--- config.mk ---
export PLATFORM = sky130hd
export DESIGN_NAME = tdc_launch_seq
export DESIGN_NICKNAME = d
export VERILOG_FILES = /design/src/rtl/tdc_pkg.sv /design/src/rtl/tdc_gap_cnt.sv /design/src/rtl/tdc_launch_seq.sv
export SDC_FILE = /design/constraint.sdc
export NUM_CORES = 1
export LEC_CHECK = 0
export ABC_AREA = 1
export CAP_MARGIN = 20
export CORE_ASPECT_RATIO = 0.9
export CORE_MARGIN = 4
export CORE_UTILIZATION = 47
export CTS_BUF_LIST = sky130_fd_sc_hd__clkbuf_4 sky130_fd_sc_hd__clkbuf_8
export DETAILED_ROUTE_END_ITERATION = 6
export PLACE_DENSITY = 0.79
export SLEW_MARGIN = 25
export SYNTH_ARGS = -nofsm -noshare
export SYNTH_HDL_FRONTEND = slang
export SYNTH_SLANG_ARGS = --single-unit
--- constraint.sdc ---
create_clock -name launch_clk -period 1.7 [get_ports launch_clk]
set_input_delay 0.34 -clock launch_clk [delete_from_list [all_inputs] [get_ports launch_clk]]
set_output_delay 0.34 -clock launch_clk [all_outputs]
set_load 0.05 [all_outputs]
--- src/rtl/tdc_pkg.sv ---
// Shared types and constants for the TDC launch-pattern sequencer.
package tdc_pkg;

  typedef enum logic [1:0] {
    PG_IDLE  = 2'd0,
    PG_LEVEL = 2'd1,
    PG_TOG   = 2'd2,
    PG_BURST = 2'd3
  } pg_mode_t;

  // Output path select: REG drives pg_q, BYPASS drives the D-input pg_next.
  localparam logic PG_REG    = 1'b0;
  localparam logic PG_BYPASS = 1'b1;

  typedef enum logic [2:0] {
    S_IDLE  = 3'd0,
    S_LEVEL = 3'd1,
    S_TOG   = 3'd2,
    S_EDGE  = 3'd3,
    S_GAP   = 3'd4
  } launch_state_t;

  localparam int BURST_W_DEF = 8;
  localparam int GAP_W_DEF   = 4;

endpackage

--- src/rtl/tdc_gap_cnt.sv ---
// Loadable down-counter timing the idle cycles between burst edges.
// expire flags the last gap cycle so the sequencer can return to S_EDGE.
module tdc_gap_cnt
  import tdc_pkg::*;
#(
  parameter int GAP_W = GAP_W_DEF
) (
  input  logic             launch_clk,
  input  logic             rst_n,
  input  logic             en,
  input  logic             load,
  input  logic             dec,
  input  logic [GAP_W-1:0] load_val,
  output logic             expire
);

  logic [GAP_W-1:0] cnt_reg;

  always_ff @(posedge launch_clk) begin
    if (!rst_n) begin
      cnt_reg <= '0;
    end else if (en) begin
      if (load) begin
        cnt_reg <= load_val;
      end else if (dec && cnt_reg != '0) begin
        cnt_reg <= cnt_reg - 1'b1;
      end
    end
  end

  assign expire = (cnt_reg == GAP_W'(1));

endmodule

--- src/rtl/tdc_launch_seq.sv ---
// Launch-pattern sequencer feeding the delay-line TDC: idle, level, free toggle and counted bursts.
// Define TDC_LAUNCH_RTZ_EN for return-to-zero bursts (rising launches only, each followed by a forced return).
module tdc_launch_seq
  import tdc_pkg::*;
#(
  parameter int BURST_W = BURST_W_DEF,
  parameter int GAP_W   = GAP_W_DEF
) (
  input  logic               launch_clk,
  input  logic               rst_n,
  input  logic               ena,
  input  logic [1:0]         mode,
  input  logic               level_in,
  input  logic               bypass,
  input  logic               start,
  input  logic [BURST_W-1:0] burst_len,
  input  logic [GAP_W-1:0]   gap,
  output logic               pg_out,
  output logic               edge_strobe,
  output logic               busy,
  output logic               done,
  output logic [BURST_W-1:0] edge_cnt
);

  launch_state_t      state_reg, state_next;
  logic               pg_q, pg_next;
  logic [BURST_W-1:0] edge_cnt_reg, edge_cnt_next, cnt_inc;
  logic               busy_reg, busy_next;
  logic               done_reg, done_next;
  logic               edge_strobe_reg;
  logic               gap_load, gap_dec, gap_expire;

  assign cnt_inc = edge_cnt_reg + 1'b1;

  // With ena low every default holds, so pg_next == pg_q and the bypass path freezes too.
  always_comb begin
    state_next    = state_reg;
    pg_next       = pg_q;
    edge_cnt_next = edge_cnt_reg;
    busy_next     = busy_reg;
    done_next     = 1'b0;
    gap_load      = 1'b0;
    gap_dec       = 1'b0;
    if (ena) begin
      case (state_reg)
        S_IDLE: begin
          case (mode)
            PG_LEVEL: state_next = S_LEVEL;
            PG_TOG: begin
              state_next    = S_TOG;
              edge_cnt_next = '0;
            end
            PG_BURST: begin
              if (start) begin
                if (burst_len != '0) begin
                  state_next    = S_EDGE;
                  edge_cnt_next = '0;
                  busy_next     = 1'b1;
                end else begin
                  done_next = 1'b1;
                end
              end
            end
            default: ;
          endcase
        end
        S_LEVEL: begin
          pg_next = level_in;
          if (mode != PG_LEVEL) state_next = S_IDLE;
        end
        S_TOG: begin
          if (mode != PG_TOG) begin
            state_next = S_IDLE;
          end else begin
            pg_next       = ~pg_q;
            edge_cnt_next = cnt_inc;
          end
        end
        S_EDGE: begin
          if (mode != PG_BURST) begin
            state_next = S_IDLE;
            busy_next  = 1'b0;
          end else begin
`ifdef TDC_LAUNCH_RTZ_EN
            // pg_q high means this cycle is a return (or the uncounted pre-burst fall).
            if (!pg_q) begin
              pg_next       = 1'b1;
              edge_cnt_next = cnt_inc;
            end else begin
              pg_next = 1'b0;
              if (edge_cnt_reg == burst_len) begin
                state_next = S_IDLE;
                busy_next  = 1'b0;
                done_next  = 1'b1;
              end else if (gap != '0 && edge_cnt_reg != '0) begin
                gap_load   = 1'b1;
                state_next = S_GAP;
              end
            end
`else
            pg_next       = ~pg_q;
            edge_cnt_next = cnt_inc;
            if (cnt_inc == burst_len) begin
              state_next = S_IDLE;
              busy_next  = 1'b0;
              done_next  = 1'b1;
            end else if (gap != '0) begin
              gap_load   = 1'b1;
              state_next = S_GAP;
            end
`endif
          end
        end
        S_GAP: begin
          if (mode != PG_BURST) begin
            state_next = S_IDLE;
            busy_next  = 1'b0;
          end else begin
            gap_dec = 1'b1;
            if (gap_expire) state_next = S_EDGE;
          end
        end
        default: state_next = S_IDLE;
      endcase
    end
  end

  always_ff @(posedge launch_clk) begin
    if (!rst_n) begin
      state_reg       <= S_IDLE;
      pg_q            <= 1'b0;
      edge_cnt_reg    <= '0;
      busy_reg        <= 1'b0;
      done_reg        <= 1'b0;
      edge_strobe_reg <= 1'b0;
    end else if (ena) begin
      state_reg       <= state_next;
      pg_q            <= pg_next;
      edge_cnt_reg    <= edge_cnt_next;
      busy_reg        <= busy_next;
      done_reg        <= done_next;
      edge_strobe_reg <= (pg_next != pg_q);
    end
  end

  tdc_gap_cnt #(
    .GAP_W (GAP_W)
  ) u_gap_cnt (
    .launch_clk (launch_clk),
    .rst_n      (rst_n),
    .en         (ena),
    .load       (gap_load),
    .dec        (gap_dec),
    .load_val   (gap),
    .expire     (gap_expire)
  );

  assign pg_out      = (bypass == PG_BYPASS) ? pg_next : pg_q;
  assign edge_strobe = edge_strobe_reg;
  assign busy        = busy_reg;
  assign done        = done_reg;
  assign edge_cnt    = edge_cnt_reg;

endmodule
==> reports/qor.yml, run 1 <==
grt:
  gr-usage-all-layers_pct: 26.0
  use_met2_pct: 44.8
  use_met3_pct: 4.56
  use_met1_pct: 33.8
  grt_pass1_wl_um: 8140
  antenna_found_initial: 0
  grt_start_max_net_pins: 13
  overflow: 0
  grt_pass1_vias: 1793
  busiest_layer: "met2"
status:
  run_status: "finished with violations"
  violations: "setup timing"
power_and_ir_drop:
  ir_worst_vdd_v: 0.000630
  power.leakage_nw: 1.08
  power.density_nw_per_um2: 622
finish:
  final_cell_mix: "buf_4 (55), nand2_1 (50), inv_1 (31)"
  synthToLayoutAreaGrowth_pct: 62.4
  nets: 354
  antenna_cells: 0
  fin_area_um2: 2430
  drive_gt1_share_pct: 38.8
  final_common_cell: "buf_4"
  largest_reg_flops: 8
synth:
  synth_seq_area_share_pct: 25.4
  synthDistinctLibCells: 27
  synth_area_per_cell_um2: 6.06
  async_flop_share_pct: 0
  ys_warn_count: 0
  syn-num-nets: 273
  synthFlopType: "dfxtp_1"
  syn_inst: 247
  synth_edf_count: 0
  synth.cell_area_um2: 1500
  ys_ff_latch: 19
worst_setup_path:
  endpoint_kind: "primary output"
  reg2reg_to: "u_gap_cnt.cnt_reg[3]"
  endpoint: "pg_out"
  reg2reg_depth: 13
  arrival_ns: 1.74
  startpoint: "mode[0]"
  critPathKind: "input pin to primary output"
  r2r_slack_ns: -0.18
  required_ns: 1.36
  crit_path_start_kind: "input pin"
  critPathMaxFanout: 4
  rr_startpoint: "state_reg[2]"
cts:
  root_buffer: "clkbuf_4"
  worstSkewPairLatency_ns: 0.31
  cts-buffers-inserted: 3
  clk_path_buf_depth: 2
  tritoncts: "yes"
  clkTransAtPathRegs_ns: 0.11
  h-tree-depth: 1
  ctsHoldBuffers: 0
  cts_sinks: 19
routing:
  ant_nets: 0
  vias: 1884
  detail_route.wl_per_cell_um: 13.7
  vias_per_cell: 5.11
  drtIter0Drc: 131
  totalWireLength_um: 5060
  firstDrtPassIters: 4
  drc: 0
sta:
  fin_crit_sh_pct: 122
  rsz0062_at_grt: "true"
  maxSlewViolCount: 0
  setup_viol: 18
  finalClockSkew_ns: 0.0140
  setup_slack_ns: -0.375
  timing.fmax_mhz: 482
  slew_headroom_pct: 66.1
  tightest_slew_ns: 0.508
  layout_min_cycle_time_ns: 2.08
  hold_violations: 0
floorplanning:
  die_x_um: 67.5
  io-pin-count: 32
  die_area_um2: 4160
  die_h_um: 61.6
  start_util_pct: 48.8
  num_rows: 19
  core_area_um2: 3070
hold_path:
  hold_class: "flip-flop to flip-flop"
placed_design:
  post-place-ws_ns: -0.586
  place_area_um2: 2140
  port_buffers: 31
  gp_congestion: 0.911
  dp_hpwl_um: 3490
job:
  drv_cap: 0
==> cells by family after synthesis <==
kind of cell,Yosys count,share of synthesized area [%]
AOI/OAI and AO/OA,37,12.9
xor gates and xnor gates,4,2.34
adders and majority gates,6,5.01
buffers and inverters,38,9.61
DFF,19,25.4
and+or+nand+nor,143,44.7
==> critical path, stage by stage <==
cell           delay [ns]
dlygate4sd2_1        0.26
inv_1                0.07
ha_2                 0.25
nand3_4              0.11
nand3_2              0.10
o21ai_1              0.07
nand3_1              0.12
o21ai_2              0.10
a21oi_4              0.17
buf_12               0.15
==> worst min-delay path by stage <==
stage	start	endpoint	slack, ns	depth (start not counted)
2_1_floorplan	rst_n	edge_strobe	0.44	2
3_3_place_gp	busy	busy	0.45	2
3_5_place_dp	busy	busy	0.46	2
4_1_cts	busy	busy	0.47	2
5_1_grt	busy	busy	0.50	2
6_report	busy	busy	0.47	2
==> metrics by stage <==
stage          cells  TNS [ns]  total power [mW]  hold WS, ns  utilization (%)
4_1_cts          366     -1.09              1.47        0.474             75.5
2_1_floorplan    247         0             0.920        0.438                -
3_5_place_dp     350     -8.97              1.19        0.458             69.8
6_report         369     -2.14              1.51        0.475             79.3
3_3_place_gp     350     -7.91              1.17        0.452             69.8
5_1_grt          369     -4.48              1.61        0.499             79.3
==> what timing repair did <==
item	CTS	global route
cloned	1	0
pin swaps	13	13
resized for setup	24	27
endpoints found under the setup margin	18	19
setup buffers	12	3
==> cell usage after synthesis, types with 2 or more instances <==
master | count | area share [%]
nand2_1 | 62 | 16
inv_1 | 35 | 8.8
nand3_1 | 28 | 9.4
nor2_1 | 24 | 6.0
dfxtp_1 | 19 | 25
a21oi_1 | 17 | 5.7
o21ai_0 | 12 | 4.0
ha_1 | 6 | 5.0
nor3_1 | 6 | 2.0
nand4_1 | 5 | 2.1
nor2_2 | 5 | 2.1
nand2_2 | 4 | 1.7
o21ai_1 | 4 | 1.3
xor2_1 | 3 | 1.8
a211oi_1 | 2 | 1.0
nand3_4 | 2 | 2.3
nor4_1 | 2 | 0.84
or2_2 | 2 | 0.84
==> layer usage <==
metal	wire length (um)	vias to the layer above
met3	273	4
met5	0	-
met1	2230	869
met2	2530	40
met4	31	0
li1	-	971
==> report_power, final <==
group	switching [mW]	total [mW]	internal, mW
Combinational	0.416	0.729	0.312
Clock	0.154	0.242	0.0878
Sequential	0.0563	0.543	0.487
==> cell type report <==
class / count / area [um2]
clock buffer: 3 / 22.5
clock inverter: 1 / 5.00
fill: 216 / 634
inverter: 36 / 144
multi-input combinational: 191 / 1160
sequential: 19 / 408
tap: 42 / 52.6
timing repair buffer: 77 / 638
(Power assumes the default switching activity.)
==> run 2: changes to the inputs <==
ABC_AREA = not set   (was 1)
CORE_UTILIZATION = 48   (was 47)
PLACE_DENSITY = 0.8   (was 0.79)
==> run 2 against run 1 <==
Compared with the run above:
- the run still ends with setup timing left
- sequential cell count unchanged
- non-clock buffer count increased by 30
- sequential share of layout area decreased by 2.1 points
- combinational power decreased by 12%
- cell area increased by 12%
- largest cell class unchanged
- largest power group unchanged
==> reports/qor.yml, run 2 <==
status:
  run_status: "finished with violations"
  violations: "setup timing"
grt:
  overflow: 0
  grt_pass1_wl_um: 7530
  grt_pass1_vias: 1787
  grt_start_max_net_pins: 25
  gr-usage-all-layers_pct: 23.5
  antenna_found_initial: 0
synth:
  synth.cell_area_um2: 1540
  yosys.area.top_type: "dfxtp_1"
  synthFlopType: "dfxtp_1"
  synth_area_per_cell_um2: 7.64
  yosysMostFrequentCell: "nand2_1"
  syn_inst: 202
  ys_ff_latch: 19
  synth.top_cell.area_share_pct: 24.7
  synthTopCellsByArea: "dfxtp_1 (25%), o21ai_0 (5.5%), nand2_1 (5.1%)"
  synthDistinctLibCells: 49
  ys_warn_count: 0
  async_flop_share_pct: 0
  synth_edf_count: 0
  syn-num-nets: 228
  synth_seq_area_share_pct: 24.7
  netlist_top_cells_count: "nand2_1 (21), dfxtp_1 (19), o21ai_0 (17), nor2_1 (14), inv_1 (11)"
cts:
  cts_sinks: 19
  worstSkewPairLatency_ns: 0.32
  tritoncts: "yes"
  clk_path_buf_depth: 2
  ctsHoldBuffers: 0
  root_buffer: "clkbuf_4"
  cts-buffers-inserted: 3
  clkTransAtPathRegs_ns: 0.13
  h-tree-depth: 1
sta:
  maxSlewViolCount: 0
  timing.fmax_mhz: 504
  slew_headroom_pct: 77.1
  hold_violations: 0
  final.setup.tns_ns: -1.84
  layout_min_cycle_time_ns: 1.98
  fin_crit_sh_pct: 117
  tightest_slew_ns: 0.339
  setup_viol: 10
  finalClockSkew_ns: 0.00940
  setup_slack_ns: -0.283
  rsz0062_at_grt: "true"
floorplanning:
  num_rows: 19
  core_area_um2: 3070
  die_area_um2: 4190
  die_h_um: 61.8
  start_util_pct: 50.3
  io-pin-count: 32
  die_x_um: 67.8
finish:
  drive_gt1_share_pct: 47.2
  antenna_cells: 0
  nets: 330
  final_common_cell: "buf_4"
  largest_reg_flops: 8
  num-fill-cells: 146
  synthToLayoutAreaGrowth_pct: 77.0
  final_cell_mix: "buf_4 (84), nand2_1 (21), nor2_1 (13)"
power_and_ir_drop:
  power.density_nw_per_um2: 508
  p_switching_mw: 0.504
  internal_power_mw: 0.882
  p_seq_share_pct: 35.3
  pwr-share-comb_pct: 46.3
  ir_worst_vdd_v: 0.000607
  clkPwrFrac_pct: 18.4
  power.leakage_nw: 1.17
  swShare_pct: 36.4
  total_power_mw: 1.39
worst_setup_path:
  crit_path_start_kind: "flip-flop"
  rr_startpoint: "edge_cnt[0]"
  endpoint_kind: "primary output"
  startpoint: "state_reg[0]"
  required_ns: 1.36
  critPathKind: "flip-flop to primary output"
  arrival_ns: 1.64
  critPathMaxFanout: 2
job:
  drv_cap: 0
placed_design:
  dp_hpwl_um: 3560
  port_buffers: 31
  gp_congestion: 0.834
routing:
  ant_nets: 0
  drtIter0Drc: 102
  vias_per_cell: 5.77
  firstDrtPassIters: 4
  detail_route.wl_per_cell_um: 15.9
  totalWireLength_um: 5480
  vias: 1990
  drc: 0
hold_path:
  hold_class: "flip-flop to flip-flop"
  hold_start: "edge_strobe"
==> run 2: cell types whose count changed in the layout (fill, tap and decap cells not counted), moves of 5 or more <==
cell             before  now
a21boi_1              0    7
a21oi_1              12    3
buf_4                55   84
clkdlybuf4s50_1      13    8
inv_1                31   10
nand2_1              50   21
nand2_2              15    0
nand3_1              23    2
nor2_1               22   13
nor2_2                6    1
nor2b_1               0    5
==> run 2: worst max-delay path, stage by stage, from the launching register on <==
cell and delay, ns:
dfxtp_4 0.38, mux2i_2 0.22, xor2_1 0.09, a22o_1 0.20, nand3_2 0.08, inv_2 0.05
a21oi_4 0.16, buf_12 0.15
==> run 2: routing by layer <==
| metal | GRT usage, % | vias up | share of wire (%) |
|---|---|---|---|
| met5 | 0 | - | 0 |
| met4 | 7.80 | 0 | 3.4 |
| met3 | 2.52 | 22 | 5.9 |
| met2 | 44.7 | 90 | 52 |
| met1 | 27.5 | 934 | 39 |
| li1 | - | 944 | - |
==> run 2: cells by family after synthesis <==
| family | share of synthesized area (%) |
|---|---|
| xor+xnor | 7.38 |
| simple gates | 29.0 |
| compound gates | 26.2 |
| mux | 1.95 |
| buf+inv | 6.00 |
| flops | 24.7 |
| fa+ha+maj | 4.87 |
==> run 2: cell type report <==
cell class,count,area [um2],area share (%)
flip-flops and latches,19,400,14.7
clock inverters,1,5.00,0.183
well taps,42,52.6,1.92
inverters,11,41.3,1.51
clock buffers,3,22.5,0.825
multi-input cells,162,1340,49.2
repair buffers,107,866,31.7
==> run 2: final timing paths <==
| kind | to | slack (ns) | cells past startpoint |
|---|---|---|---|
| worst max-delay path | pg_out | -0.28 | 7 |
| worst min-delay path | edge_strobe | 0.48 | 2 |
| worst max register to register | u_gap_cnt.cnt_reg[3] | -0.22 | 7 |
| worst min register to register | edge_strobe | 0.48 | 2 |
==> run 2: what timing repair did <==
action,4_1_cts,5_1_grt
hold endpoints to repair,0,0
endpoints found under the setup margin,19,18
pin swaps,19,20
resized for setup,37,38
buffers inserted,6,6
==> run 2: metrics by stage <==
step / instances / hold WS, ns / util (%) / worst slack (ns) / cell area (um2)
after floorplan: 202 / 0.496 / - / -0.315 / 1620
after global placement: 329 / 0.457 / 77.5 / -0.709 / 2380
after detailed placement: 329 / 0.467 / 77.5 / -0.747 / 2380
after CTS: 339 / 0.474 / 81.7 / -0.283 / 2500
after global routing: 345 / 0.512 / 89.1 / -0.365 / 2730
final: 345 / 0.476 / 89.1 / -0.283 / 2730
==> run 2: power by group through the flow <==
stage / registers, mW / clock network (mW) / logic, mW
2_1_floorplan: 0.511 / 0 / 0.254
3_3_place_gp: 0.499 / 0 / 0.538
3_5_place_dp: 0.500 / 0 / 0.551
4_1_cts: 0.488 / 0.251 / 0.590
5_1_grt: 0.492 / 0.270 / 0.686
6_report: 0.489 / 0.256 / 0.641
==> run 3: changes to the inputs <==
CORE_UTILIZATION = 53   (was 48)
PLACE_DENSITY = 0.83   (was 0.8)
clock period = 1.9 ns   (was 1.7 ns; I/O delays follow)
==> run 3 against run 2 <==
Compared with the run above:
- the run ends with DRC, setup timing left
- hold slack gained 0.021 ns
- combinational power shrank 16%
- cell count shrank 7.8%
- non-clock buffer count shrank 26
- highest routed layer unchanged
- setup slack gained 0.066 ns
- count of clock-buffer cells in the layout is the same
- sequential power shrank 9.0%
- clock power shrank 3%
- via count grew 9.0%
- die area shrank 8.3%
- largest cell class unchanged
- first-iteration DRC count grew to 3.0 times the previous value
- critical endpoint is now u_gap_cnt.cnt_reg[3]
- critical path type is now flip-flop to flip-flop
- sequential share of layout area grew 1.1 points
==> reports/qor.yml, run 3 (synthesis results as in run 2) <==
routing:
  drc: 28
  detail_route.wl_per_cell_um: 22.6
  vias_per_cell: 6.82
  totalWireLength_um: 7200
  firstDrtPassIters: 7
  drtIter0Drc: 307
  ant_nets: 0
  vias: 2169
cts:
  ctsHoldBuffers: 0
  cts_sinks: 19
  worstSkewPairLatency_ns: 0.34
  h-tree-depth: 1
  clkTransAtPathRegs_ns: 0.14
  root_buffer: "clkbuf_4"
  cts-buffers-inserted: 3
  clk_path_buf_depth: 2
  tritoncts: "yes"
finish:
  synthToLayoutAreaGrowth_pct: 66.7
  nets: 305
  largest_reg_flops: 8
  drive_gt1_share_pct: 41.4
  final_cell_mix: "buf_4 (57), nand2_1 (21), o21ai_0 (14)"
  antenna_cells: 0
  post-route-util_pct: 92.8
  fin_area_um2: 2570
  num-fill-cells: 101
  stdcell_count: 318
  final_common_cell: "buf_4"
worst_setup_path:
  r2r_slack_ns: -0.22
  rr_startpoint: "state_reg[0]"
  arrival_ns: 2.40
  crit_path_start_kind: "flip-flop"
  critPathKind: "flip-flop to flip-flop"
  required_ns: 2.19
  reg2reg_to: "u_gap_cnt.cnt_reg[3]"
  endpoint_kind: "flip-flop"
  reg2reg_depth: 8
  critPathMaxFanout: 7
grt:
  grt_start_max_net_pins: 25
  grt_pass1_wl_um: 8600
  gr-usage-all-layers_pct: 28.7
  overflow: 0
  antenna_found_initial: 0
  grt_pass1_vias: 1970
sta:
  tightest_slew_ns: 0.501
  maxSlewViolCount: 0
  fin_crit_sh_pct: 111
  slew_headroom_pct: 66.5
  hold_violations: 0
  setup_viol: 14
  setup_slack_ns: -0.217
  finalClockSkew_ns: 0.00585
  timing.fmax_mhz: 472
  layout_min_cycle_time_ns: 2.12
  rsz0062_at_grt: "true"
floorplanning:
  core_area_um2: 2770
  num_rows: 18
  io-pin-count: 32
  die_h_um: 59.2
  die_x_um: 64.9
  start_util_pct: 55.7
  die_area_um2: 3840
power_and_ir_drop:
  swShare_pct: 40.1
  pwr-share-comb_pct: 43.8
  clkPwrFrac_pct: 20.1
  internal_power_mw: 0.740
  total_power_mw: 1.23
  power.leakage_nw: 1.13
  p_seq_share_pct: 36.0
  ir_worst_vdd_v: 0.000648
  power.density_nw_per_um2: 480
  p_switching_mw: 0.495
status:
  violations: "DRC, setup timing"
  run_status: "finished with violations"
placed_design:
  port_buffers: 31
  post-place-ws_ns: -0.634
  place_area_um2: 2170
  dp_hpwl_um: 3510
  dpl.cell_count: 300
  gp_congestion: 0.878
hold_path:
  hold_start: "edge_strobe"
  hold_class: "flip-flop to flip-flop"
  holdPathEnd: "edge_strobe"
  hold-path-cell-count: 2
job:
  drv_cap: 0
-- run 3: cell types whose count changed in the layout (fill, tap and decap cells not counted), moves of 5 or more --
| cell | change |
|---|---|
| buf_4 | -27 |
| o21ai_1 | -5 |
| dlymetal6s2s_1 | +8 |
| o21ai_0 | +5 |
| dlygate4sd2_1 | -6 |
-- run 3: area by class of cell --
type | count | area, um2 | area share [%]
multi-input cells | 163 | 1360 | 52.8
repair buffers | 81 | 689 | 26.8
flip-flops and latches | 19 | 405 | 15.8
well taps | 40 | 50.0 | 1.95
inverters | 11 | 41.3 | 1.61
clock buffers | 3 | 22.5 | 0.876
clock inverters | 1 | 5.00 | 0.195
-- run 3: routing by layer --
metal,track usage (%),vias to the layer above,wire length (um)
li1,-,882,-
met1,31.5,969,2380
met2,51.3,240,3400
met3,6.26,78,801
met4,16.6,0,622
met5,0,-,0
-- run 3: power by group through the flow --
stage | logic (mW) | registers [mW] | clock network [mW]
after floorplan | 0.226 | 0.457 | 0
after global placement | 0.416 | 0.452 | 0
after detailed placement | 0.434 | 0.454 | 0
after CTS | 0.472 | 0.444 | 0.236
after global routing | 0.571 | 0.447 | 0.263
final | 0.541 | 0.445 | 0.249
-- run 3: timing repair --
item,CTS,global route
hold endpoints to repair,0,0
resized for setup,35,36
buffers inserted,4,9
pin swaps,14,19
setup endpoints to repair,19,21
cloned,1,0
-- run 3: worst max-delay path by stage --
stage,start,to,slack [ns],depth (start not counted)
floorplan,edge_cnt[0],u_gap_cnt.cnt_reg[3],-0.11,8
global placement,mode[0],pg_out,-0.48,10
detailed placement,mode[0],pg_out,-0.63,10
CTS,state_reg[0],pg_out,-0.17,7
global route,state_reg[0],u_gap_cnt.cnt_reg[3],-0.28,8
finish,state_reg[0],u_gap_cnt.cnt_reg[3],-0.22,8
-- run 3: stage by stage --
stage               setup TNS [ns]  hold slack (ns)
floorplan                   -0.767            0.536
global placement             -8.24            0.454
detailed placement           -9.92            0.470
CTS                          -1.01            0.479
global route                 -2.88            0.524
finish                       -1.61            0.497
-- run 3: critical path, cell delays in order, from the launching register on --
cell      delay, ns
dfxtp_4        0.39
buf_4          0.16
buf_4          0.16
and4bb_2       0.35
o311ai_4       0.14
nor4_2         0.40
xor2_1         0.24
nand2_1        0.11
o21ai_2        0.12
